## config.mk

```make
export PLATFORM = sky130hd
export DESIGN_NAME = multi_switch_debouncer_flat
export DESIGN_NICKNAME = d
export VERILOG_FILES = /design/src/rtl/multi_switch_debouncer_if.sv /design/src/rtl/multi_switch_debouncer.sv /design/src/flat_wrapper.sv
export SDC_FILE = /design/constraint.sdc
export NUM_CORES = 1
export LEC_CHECK = 0
export ABC_AREA = 1
export CAP_MARGIN = 20
export CORE_AREA = 3 3 80 157
export CTS_CLUSTER_SIZE = 24
export DETAILED_ROUTE_END_ITERATION = 8
export DIE_AREA = 0 0 83 160
export GPL_TIMING_DRIVEN = 0
export PLACE_DENSITY = 0.51
export SLEW_MARGIN = 15
export SYNTH_ARGS = -nofsm -noshare
export SYNTH_HDL_FRONTEND = slang
export SYNTH_SLANG_ARGS = --single-unit
export TNS_END_PERCENT = 1
```

## constraint.sdc

```tcl
create_clock -name clk -period 2.7 [get_ports clk]
set_input_delay 0.675 -clock clk [delete_from_list [all_inputs] [get_ports clk]]
set_output_delay 0.675 -clock clk [all_outputs]
set_load 0.005 [all_outputs]
```

## src/rtl/multi_switch_debouncer_if.sv

```systemverilog
// Switch-bank interface: raw switch inputs in, debounced levels and event strobes out.
// master drives the raw switches; slave is the debouncer side.
interface multi_switch_debouncer_if #(
   parameter int unsigned NUM_CH = 4
);
   logic [NUM_CH-1:0] sw_in;
   logic [NUM_CH-1:0] sw_out;
   logic [NUM_CH-1:0] sw_rise;
   logic [NUM_CH-1:0] sw_fall;
   logic [NUM_CH-1:0] sw_long;
   logic              any_change;

   modport master (
      output sw_in,
      input  sw_out, sw_rise, sw_fall, sw_long, any_change
   );

   modport slave (
      input  sw_in,
      output sw_out, sw_rise, sw_fall, sw_long, any_change
   );
endinterface

```

## src/rtl/multi_switch_debouncer.sv

```systemverilog
// N-channel switch debouncer: shared tick prescaler, per-channel synchronisers and debounce FSMs.
// Optional feature macro LONG_PRESS_EN adds a per-channel long-press strobe on sw_long.
module multi_switch_debouncer #(
   parameter int unsigned NUM_CH         = 4,
   parameter int unsigned TICK_DIV       = 50000,
   parameter int unsigned DEBOUNCE_TICKS = 20,
   parameter int unsigned LONG_TICKS     = 1000,
   parameter int unsigned SYNC_STAGES    = 2,
   parameter int unsigned ACTIVE_LOW     = 0
) (
   input logic                      clk,
   input logic                      rst,
   multi_switch_debouncer_if.slave  bus
);
   localparam int unsigned PRE_W  = (TICK_DIV > 1) ? $clog2(TICK_DIV) : 1;
   localparam int unsigned CNT_W  = $clog2(DEBOUNCE_TICKS + 1);
   localparam int unsigned HOLD_W = $clog2(LONG_TICKS + 1);

   typedef enum logic {ST_STABLE, ST_PENDING} state_e;

   logic [PRE_W-1:0]                   pre_q, pre_d;
   logic                               tick_c;
   logic [SYNC_STAGES-1:0][NUM_CH-1:0] sync_q, sync_d;
   logic [NUM_CH-1:0]                  s_c;
   state_e                             state_q [NUM_CH];
   state_e                             state_d [NUM_CH];
   logic [CNT_W-1:0]                   cnt_q [NUM_CH];
   logic [CNT_W-1:0]                   cnt_d [NUM_CH];
   logic [NUM_CH-1:0]                  out_q, out_d;
   logic [NUM_CH-1:0]                  rise_q, rise_d;
   logic [NUM_CH-1:0]                  fall_q, fall_d;
   logic                               any_q, any_d;

   // Shared prescaler; with TICK_DIV=1 the tick is permanently high.
   always_comb begin
      pre_d  = pre_q;
      tick_c = 1'b1;
      if (TICK_DIV > 1) begin
         tick_c = (pre_q == PRE_W'(TICK_DIV - 1));
         pre_d  = tick_c ? '0 : pre_q + PRE_W'(1);
      end
   end

   always_comb begin
      sync_d    = sync_q;
      sync_d[0] = (ACTIVE_LOW != 0) ? ~bus.sw_in : bus.sw_in;
      for (int unsigned st = 1; st < SYNC_STAGES; st++) begin
         sync_d[st] = sync_q[st-1];
      end
   end

   assign s_c = sync_q[SYNC_STAGES-1];

   // Per-channel debounce FSM; a commit is the only way sw_out can change.
   always_comb begin
      for (int unsigned i = 0; i < NUM_CH; i++) begin
         state_d[i] = state_q[i];
         cnt_d[i]   = cnt_q[i];
         out_d[i]   = out_q[i];
         rise_d[i]  = 1'b0;
         fall_d[i]  = 1'b0;
         case (state_q[i])
            ST_STABLE: begin
               if (s_c[i] != out_q[i]) begin
                  state_d[i] = ST_PENDING;
                  cnt_d[i]   = '0;
               end
            end
            ST_PENDING: begin
               if (s_c[i] == out_q[i]) begin
                  state_d[i] = ST_STABLE;
               end else if (tick_c) begin
                  if (cnt_q[i] == CNT_W'(DEBOUNCE_TICKS - 1)) begin
                     out_d[i]   = s_c[i];
                     rise_d[i]  = s_c[i];
                     fall_d[i]  = ~s_c[i];
                     state_d[i] = ST_STABLE;
                  end else begin
                     cnt_d[i] = cnt_q[i] + CNT_W'(1);
                  end
               end
            end
            default: state_d[i] = ST_STABLE;
         endcase
      end
      any_d = |(rise_d | fall_d);
   end

   always_ff @(posedge clk) begin
      if (rst) begin
         pre_q  <= '0;
         sync_q <= '0;
         out_q  <= '0;
         rise_q <= '0;
         fall_q <= '0;
         any_q  <= 1'b0;
         for (int unsigned i = 0; i < NUM_CH; i++) begin
            state_q[i] <= ST_STABLE;
            cnt_q[i]   <= '0;
         end
      end else begin
         pre_q  <= pre_d;
         sync_q <= sync_d;
         out_q  <= out_d;
         rise_q <= rise_d;
         fall_q <= fall_d;
         any_q  <= any_d;
         for (int unsigned i = 0; i < NUM_CH; i++) begin
            state_q[i] <= state_d[i];
            cnt_q[i]   <= cnt_d[i];
         end
      end
   end

   assign bus.sw_out     = out_q;
   assign bus.sw_rise    = rise_q;
   assign bus.sw_fall    = fall_q;
   assign bus.any_change = any_q;

`ifdef LONG_PRESS_EN
   logic [HOLD_W-1:0] hold_q [NUM_CH];
   logic [HOLD_W-1:0] hold_d [NUM_CH];
   logic [NUM_CH-1:0] long_q, long_d;

   // Hold counter saturates at LONG_TICKS so the strobe fires once per press.
   always_comb begin
      for (int unsigned i = 0; i < NUM_CH; i++) begin
         hold_d[i] = hold_q[i];
         long_d[i] = 1'b0;
         if (rise_d[i] || fall_d[i] || !out_q[i]) begin
            hold_d[i] = '0;
         end else if (tick_c && (hold_q[i] != HOLD_W'(LONG_TICKS))) begin
            hold_d[i] = hold_q[i] + HOLD_W'(1);
            long_d[i] = (hold_q[i] == HOLD_W'(LONG_TICKS - 1));
         end
      end
   end

   always_ff @(posedge clk) begin
      if (rst) begin
         long_q <= '0;
         for (int unsigned i = 0; i < NUM_CH; i++) begin
            hold_q[i] <= '0;
         end
      end else begin
         long_q <= long_d;
         for (int unsigned i = 0; i < NUM_CH; i++) begin
            hold_q[i] <= hold_d[i];
         end
      end
   end

   assign bus.sw_long = long_q;
`else
   assign bus.sw_long = '0;
`endif

endmodule

```

## src/flat_wrapper.sv

```systemverilog
// flat-port wrapper written by rule: the top's interface ports become plain ports
module multi_switch_debouncer_flat 
#(
   parameter int unsigned NUM_CH         = 4,
   parameter int unsigned TICK_DIV       = 50000,
   parameter int unsigned DEBOUNCE_TICKS = 20,
   parameter int unsigned LONG_TICKS     = 1000,
   parameter int unsigned SYNC_STAGES    = 2,
   parameter int unsigned ACTIVE_LOW     = 0
)
  (clk, rst, bus_sw_in, bus_sw_out, bus_sw_rise, bus_sw_fall, bus_sw_long, bus_any_change);
  multi_switch_debouncer_if #(.NUM_CH(NUM_CH)) bus_i ();
  input logic clk;
  input logic rst;
  input wire logic [$bits(bus_i.sw_in)-1:0] bus_sw_in;
  output wire logic [$bits(bus_i.sw_out)-1:0] bus_sw_out;
  output wire logic [$bits(bus_i.sw_rise)-1:0] bus_sw_rise;
  output wire logic [$bits(bus_i.sw_fall)-1:0] bus_sw_fall;
  output wire logic [$bits(bus_i.sw_long)-1:0] bus_sw_long;
  output wire logic [$bits(bus_i.any_change)-1:0] bus_any_change;
  assign bus_i.sw_in = bus_sw_in;
  assign bus_sw_out = bus_i.sw_out;
  assign bus_sw_rise = bus_i.sw_rise;
  assign bus_sw_fall = bus_i.sw_fall;
  assign bus_sw_long = bus_i.sw_long;
  assign bus_any_change = bus_i.any_change;
  multi_switch_debouncer #(.NUM_CH(NUM_CH), .TICK_DIV(TICK_DIV), .DEBOUNCE_TICKS(DEBOUNCE_TICKS), .LONG_TICKS(LONG_TICKS), .SYNC_STAGES(SYNC_STAGES), .ACTIVE_LOW(ACTIVE_LOW)) u_core (.clk(clk), .rst(rst), .bus(bus_i));
endmodule
```

Word level (Yosys, flattened, before mapping) --
Memory sizes are Yosys's and may differ from the RTL's. Index checks and enable logic that the tools add are counted.
Storage, ports and cells: logic and storage cells 140, flip-flop bits (word level) 37, output and inout bits 17, memories kept 2, bits in writable memories 24, bits of input ports 6
Cells by class: bitwise operators 21, reductions and logical operators 6, equal/unequal tests 13, muxes and demuxes 83, add/sub/neg operators 5
Memories:
- u_core.cnt_q | depth 4, width 5, read ports 4, clocked after memory_dff 0, wr ports 4, RTL line multi_switch_debouncer.sv:27 | logic [CNT_W-1:0] cnt_q [NUM_CH];
- u_core.state_q | depth 4, width 1, read ports 4, clocked after memory_dff 0, wr ports 4, RTL line multi_switch_debouncer.sv:25 | state_e state_q [NUM_CH];
Operators by type and width (count):
- 5-bit two-way mux | 20
- 1-bit two-way mux | 55
- 5-bit one-hot mux with 2 select lines | 4
- 5-bit by 1-bit adder with 5-bit output, second input constant | 4
- 5-bit equality test, second input constant | 4
- 16-bit by 1-bit adder with 16-bit output, second input constant | 1
- 16-bit equality test, second input constant | 1
- 4-bit AND reduction | 4
- 1-bit inverter | 12
- 1-bit bitwise OR | 8
- 1-bit one-hot mux with 2 select lines | 4
- 1-bit equality test | 4
- 1-bit inequality test | 4
- 4-bit bitwise OR | 1
- 4-bit OR reduction | 1
- 2-bit OR reduction | 1

Longest topological paths before layout --
Gate-level depths: netlist of the first run. An unclocked memory read counts as a cell.
depth in word-level cells 8, gate-level depth with buffers 10, depth with buffers taken out 10

Least setup slack after synthesis of the first run --
No wires, ideal clock.
path kind flip-flop to flip-flop, start point register u_core.pre_q[0], end point register u_core.pre_q[10], arrival time 1.344 ns, data required time 2.583 ns, stages on the path, launching flop included 8, clock period less this slack 1.462 ns, setup time 0.117 ns, buffers on the path 1, slack 1.238 ns, cells stage by stage dfxtp_1 ha_1 nand3_2 nor2_1 nand2_2 nand2_2 buf_2 nor2_1
On the way: cells in the longest elaborated chain, start to end 2, elaborated cells between the ends (all ways) 3, classes of those cells 1 x add/sub; 1 x eq/ne; 1 x reduce/logical
RTL lines:
- start: declaration | RTL line multi_switch_debouncer.sv:21 | logic [PRE_W-1:0] pre_q, pre_d;
- start signal: assignment | RTL line multi_switch_debouncer.sv:102 | pre_q <= pre_d;
- branches (longest 2 deep; another with 16-bit by 1-bit adder with 16-bit output)
Several ways; the timed one is not identified. A chain may end at the register's enable or synchronous reset.

Final worst setup path of the first run --
start point input port rst, end point register u_core.sync_q (netlist bit u_core.s_c[2])
RTL lines:
- start: declaration | RTL line flat_wrapper.sv:14 | input logic rst;
- end signal: assignment | RTL line multi_switch_debouncer.sv:103 | sync_q <= sync_d;
- end: declaration | RTL line multi_switch_debouncer.sv:23 | logic [SYNC_STAGES-1:0][NUM_CH-1:0] sync_q, sync_d;
No word-level cell between the ends.

==> flow_summary.json, run 1 <==
{
  "ys.flop_type": "dfxtp_1",
  "clockPowerShare_pct": 55.7,
  "cts_setup_buffers": 0,
  "slew_headroom_pct": 60.3,
  "vdd_drop_max_uv": 302,
  "p_int_w": 0.00179,
  "final_area_um2": 3540,
  "ys_top_cells_by_area": "dfxtp_1 43%, nand2_1 9.5%, nor2_1 8.1%, nand3_1 7.0%, inv_1 5.9%",
  "hp-start": "u_core.sync_d[4]",
  "leakagePower_nw": 1.45,
  "whs_path_depth": 2,
  "holdPathEnd": "u_core.s_c[0]",
  "dp_hpwl_mm": 5.24,
  "final_nets": 429,
  "crit_type": "input port to flip-flop",
  "cts_max_level": 3,
  "synth_seq_cells": 61,
  "outcome": "finished, final reports clean",
  "synth_area_um2": 2840,
  "fp.dieH_um": 160,
  "drv_cap": 0,
  "die-area_um2": 13300,
  "fin_util_pct": 31.0,
  "area_growth_pct": 24.5,
  "ctsHoldBuffers": 0,
  "post-route-period-util_pct": 82.4,
  "yosys.cell_count.top_type": "nand2_1",
  "die_w_um": 83,
  "r2r-end": "u_core.pre_q[5]",
  "r2r-start": "u_core.pre_q[0]",
  "setup_viol": 0,
  "p_sw_share_pct": 20.1,
  "endpoint_kind": "flip-flop",
  "port_buffers": 18,
  "clkSinkCount": 61,
  "fmax_ghz": 0.449,
  "grt_use_met1_pct": 8.96,
  "fillers": 1281,
  "r2r_slack_ns": 0.91,
  "clkLatencyLatePin_ns": 0.33,
  "place_area_um2": 3210,
  "core_area_um2": 11400,
  "setup-tns-final_ns": 0,
  "grt_pass1_vias": 2493,
  "instances_no_fill": 565,
  "skew_ns": 0.00554,
  "yosysWarnings": 0,
  "antenna_cells": 0,
  "worst_pin_slew_ns": 0.596,
  "firstDrtPassIters": 4,
  "placed_cells": 549,
  "critPathArrivalTime_ns": 2.40,
  "start_kind": "input port",
  "yosysUniqueCellTypes": 37,
  "busiest_layer": "met2",
  "finalPower_w": 0.00224,
  "synth-edff-count": 0,
  "cts_tree": "yes",
  "wl_per_cell_um": 11.8,
  "met2_usage_pct": 22.1,
  "p_seq_share_pct": 41.0,
  "rsz0062_at_grt": "no",
  "comb_power_share_pct": 3.2,
  "rows": 55,
  "antenna_found_initial": 0,
  "post_drt_via_cell_ratio": 4.42,
  "final-hold-violation-count": 0,
  "start_util_pct": 24.9,
  "drive_above_1_share_pct": 10.2,
  "cts_resized": 0,
  "seq_area_um2": 1220,
  "async_flop_share_pct": 0,
  "synth_top_cell_by_area": "dfxtp_1",
  "clock-root-buffer": "clkbuf_16",
  "clock_path_buffers": 2,
  "routabilityCongestion": 0.833,
  "avgSynthCellArea_um2": 7.37,
  "p_per_area_nw_per_um2": 634,
  "grt_max_degree": 11,
  "path_max_fanout": 10,
  "routed_wl_mm": 6.68,
  "switchingPower_w": 0.000451,
  "num_io_pins": 23,
  "worst_ep_required_time_ns": 2.88,
  "synthTopCellsByCount": "72 x nand2_1, 61 x dfxtp_1, 61 x nor2_1, 45 x inv_1, 40 x nand3_1",
  "final_antenna_net_count": 0,
  "first_iter_violations": 76,
  "grt_pass1_wl_mm": 11.4,
  "met3_usage_pct": 3.15,
  "seq_area_frac_synth_pct": 42.9,
  "multiInputGateArea_um2": 1410,
  "via_count": 2497,
  "postSynthCellCount": 386,
  "hold_class": "flip-flop to flip-flop",
  "grt.total_usage_pct": 10.8,
  "drv_slew": 0,
  "cts_inserted_buffers": 9,
  "r2r_cells": 7,
  "path_clk_slew_ns": 0.05,
  "fin_crit_ns": 2.23,
  "synth_top_area_share_pct": 42.9,
  "gr-total-overflow": 0,
  "remaining_drc_errors": 0
}
## state kept, by name, indices dropped and copies added (netlist names)
signal / flops
u_core.cnt_q: 20
u_core.bus.sw_out: 4
u_core.bus.any_change: 1
u_core.s_c: 4
u_core.state_q: 4
u_core.bus.sw_fall: 4
u_core.bus.sw_rise: 4
u_core.sync_d: 4
u_core.pre_q: 16
## critical path, cell delays in order
cell and delay, ns:
clkdlybuf4s50_1 0.65, clkbuf_1 0.42, clkbuf_1 0.49, nor2_1 0.16
## metrics by stage
stage / setup slack, ns / hold slack (ns)
2_1_floorplan: 1.24 / 0.388
3_5_place_dp: 0.0382 / 0.398
4_1_cts: 0.384 / 0.406
5_1_grt: 0.310 / 0.416
3_3_place_gp: 0.00722 / 0.392
6_report: 0.474 / 0.401
## how the worst max path moves through the flow
stage | from | endpoint | slack, ns | cells after the start
detailed placement | rst | u_core.s_c[2] | 0.04 | 4
CTS | rst | u_core.s_c[2] | 0.38 | 4
global route | rst | u_core.s_c[2] | 0.31 | 4
finish | rst | u_core.s_c[2] | 0.47 | 4
floorplan | u_core.pre_q[0] | u_core.pre_q[10] | 1.24 | 7
global placement | rst | u_core.s_c[2] | 0.007 | 4
## kinds of logic (layout without fill, tap and decap cells)
group / after synthesis / count (layout) / synth area share, %
adder cells (fa/ha/maj): 5 / 5 / 2.20
XOR/XNOR: 17 / 17 / 5.24
other: 1 / 4 / 0.132
buffers and inverters: 56 / 90 / 8.01
flip-flops: 61 / 61 / 42.9
AO/OA/AOI/OAI: 36 / 36 / 6.95
AND/OR/NAND/NOR: 210 / 210 / 34.5
## power by group through the flow
stage	Combinational (W)	Clock, W	Sequential (W)
detailed placement	0.0000738	0	0.000940
finish	0.0000721	0.00125	0.000921
floorplan	0.0000483	0	0.000938
global placement	0.0000721	0	0.000939
CTS	0.0000739	0.00128	0.000921
global route	0.0000826	0.00132	0.000922
## placed cells by master (no fill, tap or decap), drive strengths merged
cell / n
clkbuf: 16
buf: 5
clkdlybuf4s50: 18
a21oi: 27
nand2: 81
nand4: 6
inv: 46
xnor2: 4
clkinv: 3
o21bai: 1
dfxtp: 61
nor2: 65
o21ai: 3
xor2: 13
nor3b: 2
a31oi: 1
nand3b: 4
a211oi: 1
a22oi: 2
bufinv: 2
nor3: 7
o21a: 1
and3: 1
nand3: 44
ha: 5
conb: 4
## routing by layer
layer	vias up	share of wire (%)
met4	0	1.9
met3	11	3.3
met5	-	0
met2	34	60
met1	1159	35
li1	1293	-
## layout make-up
cell class	count	share of cell area (%)
plain buffers	9	1.41
well taps	142	5.02
clock buffers	12	7.25
clock inverters	4	1.98
multi-input cells	272	39.7
flip-flops and latches	61	34.5
repair buffers	18	5.09
inverters	47	5.02
No activity file was read; power rests on OpenSTA's default activity.
==> run 2: changes to the inputs <==
- PLACE_DENSITY: 0.51 -> 0.53
- clock period: 2.7 -> 1.86 ns (I/O delays scaled with it)
==> run 2 against run 1 <==
Die area did not move; critical path depth down 3; sequential power increased by 45%; final cell count is the same; utilization fell by 0.15 points; via count is 0.92% lower; register-to-register slack got worse by 0.73 ns; largest cell class unchanged.
==> flow_summary.json, run 2 (same netlist as run 1, synthesis figures left out) <==
{
  "p_per_area_nw_per_um2": 871,
  "worst_ep_required_time_ns": 1.39,
  "start_kind": "flip-flop",
  "cp_slowest_cell": "clkdlybuf4s50_1",
  "pre_cts_ws_ns": -0.519,
  "first_iter_violations": 125,
  "clock_path_buffers": 2,
  "switchingPower_w": 0.000641,
  "final_nets": 429,
  "fin_crit_ns": 1.71,
  "post_drt_via_cell_ratio": 4.38,
  "cts_setup_buffers": 0,
  "outcome": "finished, final reports clean",
  "ctsHoldBuffers": 0,
  "clockPowerShare_pct": 53.0,
  "cp_top_family": "buffers and inverters",
  "drv_cap": 0,
  "largest_register": "u_core.cnt_q",
  "critPathArrivalTime_ns": 1.24,
  "setup-tns-final_ns": 0,
  "grt_pass1_vias": 2409,
  "die_w_um": 83,
  "endpoint_kind": "output port",
  "num_io_pins": 23,
  "remaining_drc_errors": 0,
  "port_buffers": 18,
  "drv_slew": 0,
  "cp_cell_sequence": "clkdlybuf4s50_1",
  "wl_per_cell_um": 11.5,
  "cts_max_level": 3,
  "grt.total_usage_pct": 10.3,
  "clock-root-buffer": "clkbuf_16",
  "top_regs": "u_core.cnt_q x20, u_core.pre_q x16",
  "post-route-period-util_pct": 91.8,
  "cts_resized": 2,
  "fin_util_pct": 30.8,
  "fp.dieH_um": 160,
  "fillers": 1239,
  "path_max_fanout": 4,
  "cp_num_buf_inv": 1,
  "dp_hpwl_mm": 5.11,
  "crit_path_max_incr_delay_ns": 0.54,
  "path_clk_slew_ns": 0.05,
  "placed_cells": 549,
  "final_antenna_net_count": 0,
  "clkSinkCount": 61,
  "clkLatencyLatePin_ns": 0.33,
  "final-hold-violation-count": 0,
  "final_area_um2": 3520,
  "vdd_drop_max_uv": 500,
  "rows": 55,
  "worst_pin_slew_ns": 0.541,
  "fmax_ghz": 0.585,
  "layout_setup_ws_ns": 0.152,
  "largest_reg_flops": 20,
  "p_seq_share_pct": 43.6,
  "core_area_um2": 11400,
  "skew_ns": 0.00482,
  "place_area_um2": 3210,
  "area_growth_pct": 23.8,
  "cts_tree": "yes",
  "cts_inserted_buffers": 9,
  "die-area_um2": 13300,
  "via_count": 2474,
  "routabilityCongestion": 0.850,
  "firstDrtPassIters": 4,
  "hold_class": "flip-flop to flip-flop",
  "grt_pass1_wl_mm": 11.0,
  "p_sw_share_pct": 20.9,
  "final_cell_mix": "72 x nand2_1, 61 x dfxtp_1, 59 x nor2_1",
  "grt_max_degree": 11,
  "layout_commonest_cell": "nand2_1",
  "leakagePower_nw": 1.45,
  "crit_type": "flip-flop to output port",
  "rsz0062_at_grt": "no",
  "antenna_found_initial": 0,
  "instances_no_fill": 565,
  "antenna_cells": 0,
  "slew_headroom_pct": 63.9,
  "comb_power_share_pct": 3.4,
  "gr-total-overflow": 0,
  "p_int_w": 0.00243,
  "start_util_pct": 24.9,
  "setup_viol": 0,
  "routed_wl_mm": 6.52,
  "drive_above_1_share_pct": 11.3
}
## run 2: cell types whose count changed in the layout (fill, tap and decap cells not counted), sizes merged
cell	change
buf	-1
clkinv	+2
bufinv	-1
## run 2: per-layer routing
metal | wire length (um) | GRT usage, % | up-vias
met5 | 0 | 0 | -
met4 | 182 | 5.58 | 0
met3 | 193 | 2.48 | 14
met2 | 3790 | 20.5 | 30
met1 | 2360 | 9.11 | 1136
li1 | - | - | 1294
## run 2: power by group through the flow
stage	registers [W]	logic [W]	clock network, W
6_report	0.00134	0.000105	0.00162
5_1_grt	0.00134	0.000120	0.00172
4_1_cts	0.00134	0.000107	0.00167
3_5_place_dp	0.00136	0.000106	0
3_3_place_gp	0.00136	0.000105	0
2_1_floorplan	0.00136	0.0000701	0
## run 2: area by class of cell
class	instances	area [um^2]	share of cell area, %
timing repair buffer	18	180	5.12
multi-input combinational	272	1420	40.2
tap	142	178	5.04
inverter	47	178	5.04
buffer	9	56.3	1.60
sequential	61	1220	34.7
clock buffer	11	243	6.89
clock inverter	5	50.0	1.42
## run 2: worst paths after layout
| path | from | end | slack, ns | cells past startpoint |
|---|---|---|---|---|
| max reg2reg | u_core.pre_q[0] | u_core.cnt_q[0][12] | 0.18 | 7 |
| min reg2reg | u_core.sync_d[5] | u_core.s_c[1] | 0.40 | 2 |
| max | u_core.bus.sw_out[3] | bus_sw_out[3] | 0.15 | 1 |
| min | u_core.sync_d[5] | u_core.s_c[1] | 0.40 | 2 |
## run 2: worst register-to-register path, stage by stage (launching register included)
cell and delay, ns:
dfxtp_1 0.35, ha_1 0.22, nand3_2 0.17, nor3_4 0.32, nand3_2 0.21, nand2_2 0.17, nand2_1 0.07, a21oi_1 0.12
## run 2: per-stage QoR
step,total power (W),hold WS (ns)
floorplan,0.00143,0.388
global placement,0.00147,0.393
detailed placement,0.00147,0.395
CTS,0.00311,0.404
global route,0.00318,0.412
finish,0.00307,0.401
==> run 3: changes to the inputs <==
- ABC_CLOCK_PERIOD_IN_PS: unset -> 1860
==> results of run 3 <==
No change in the layout: final DEF, timing and power equal those of run 2.
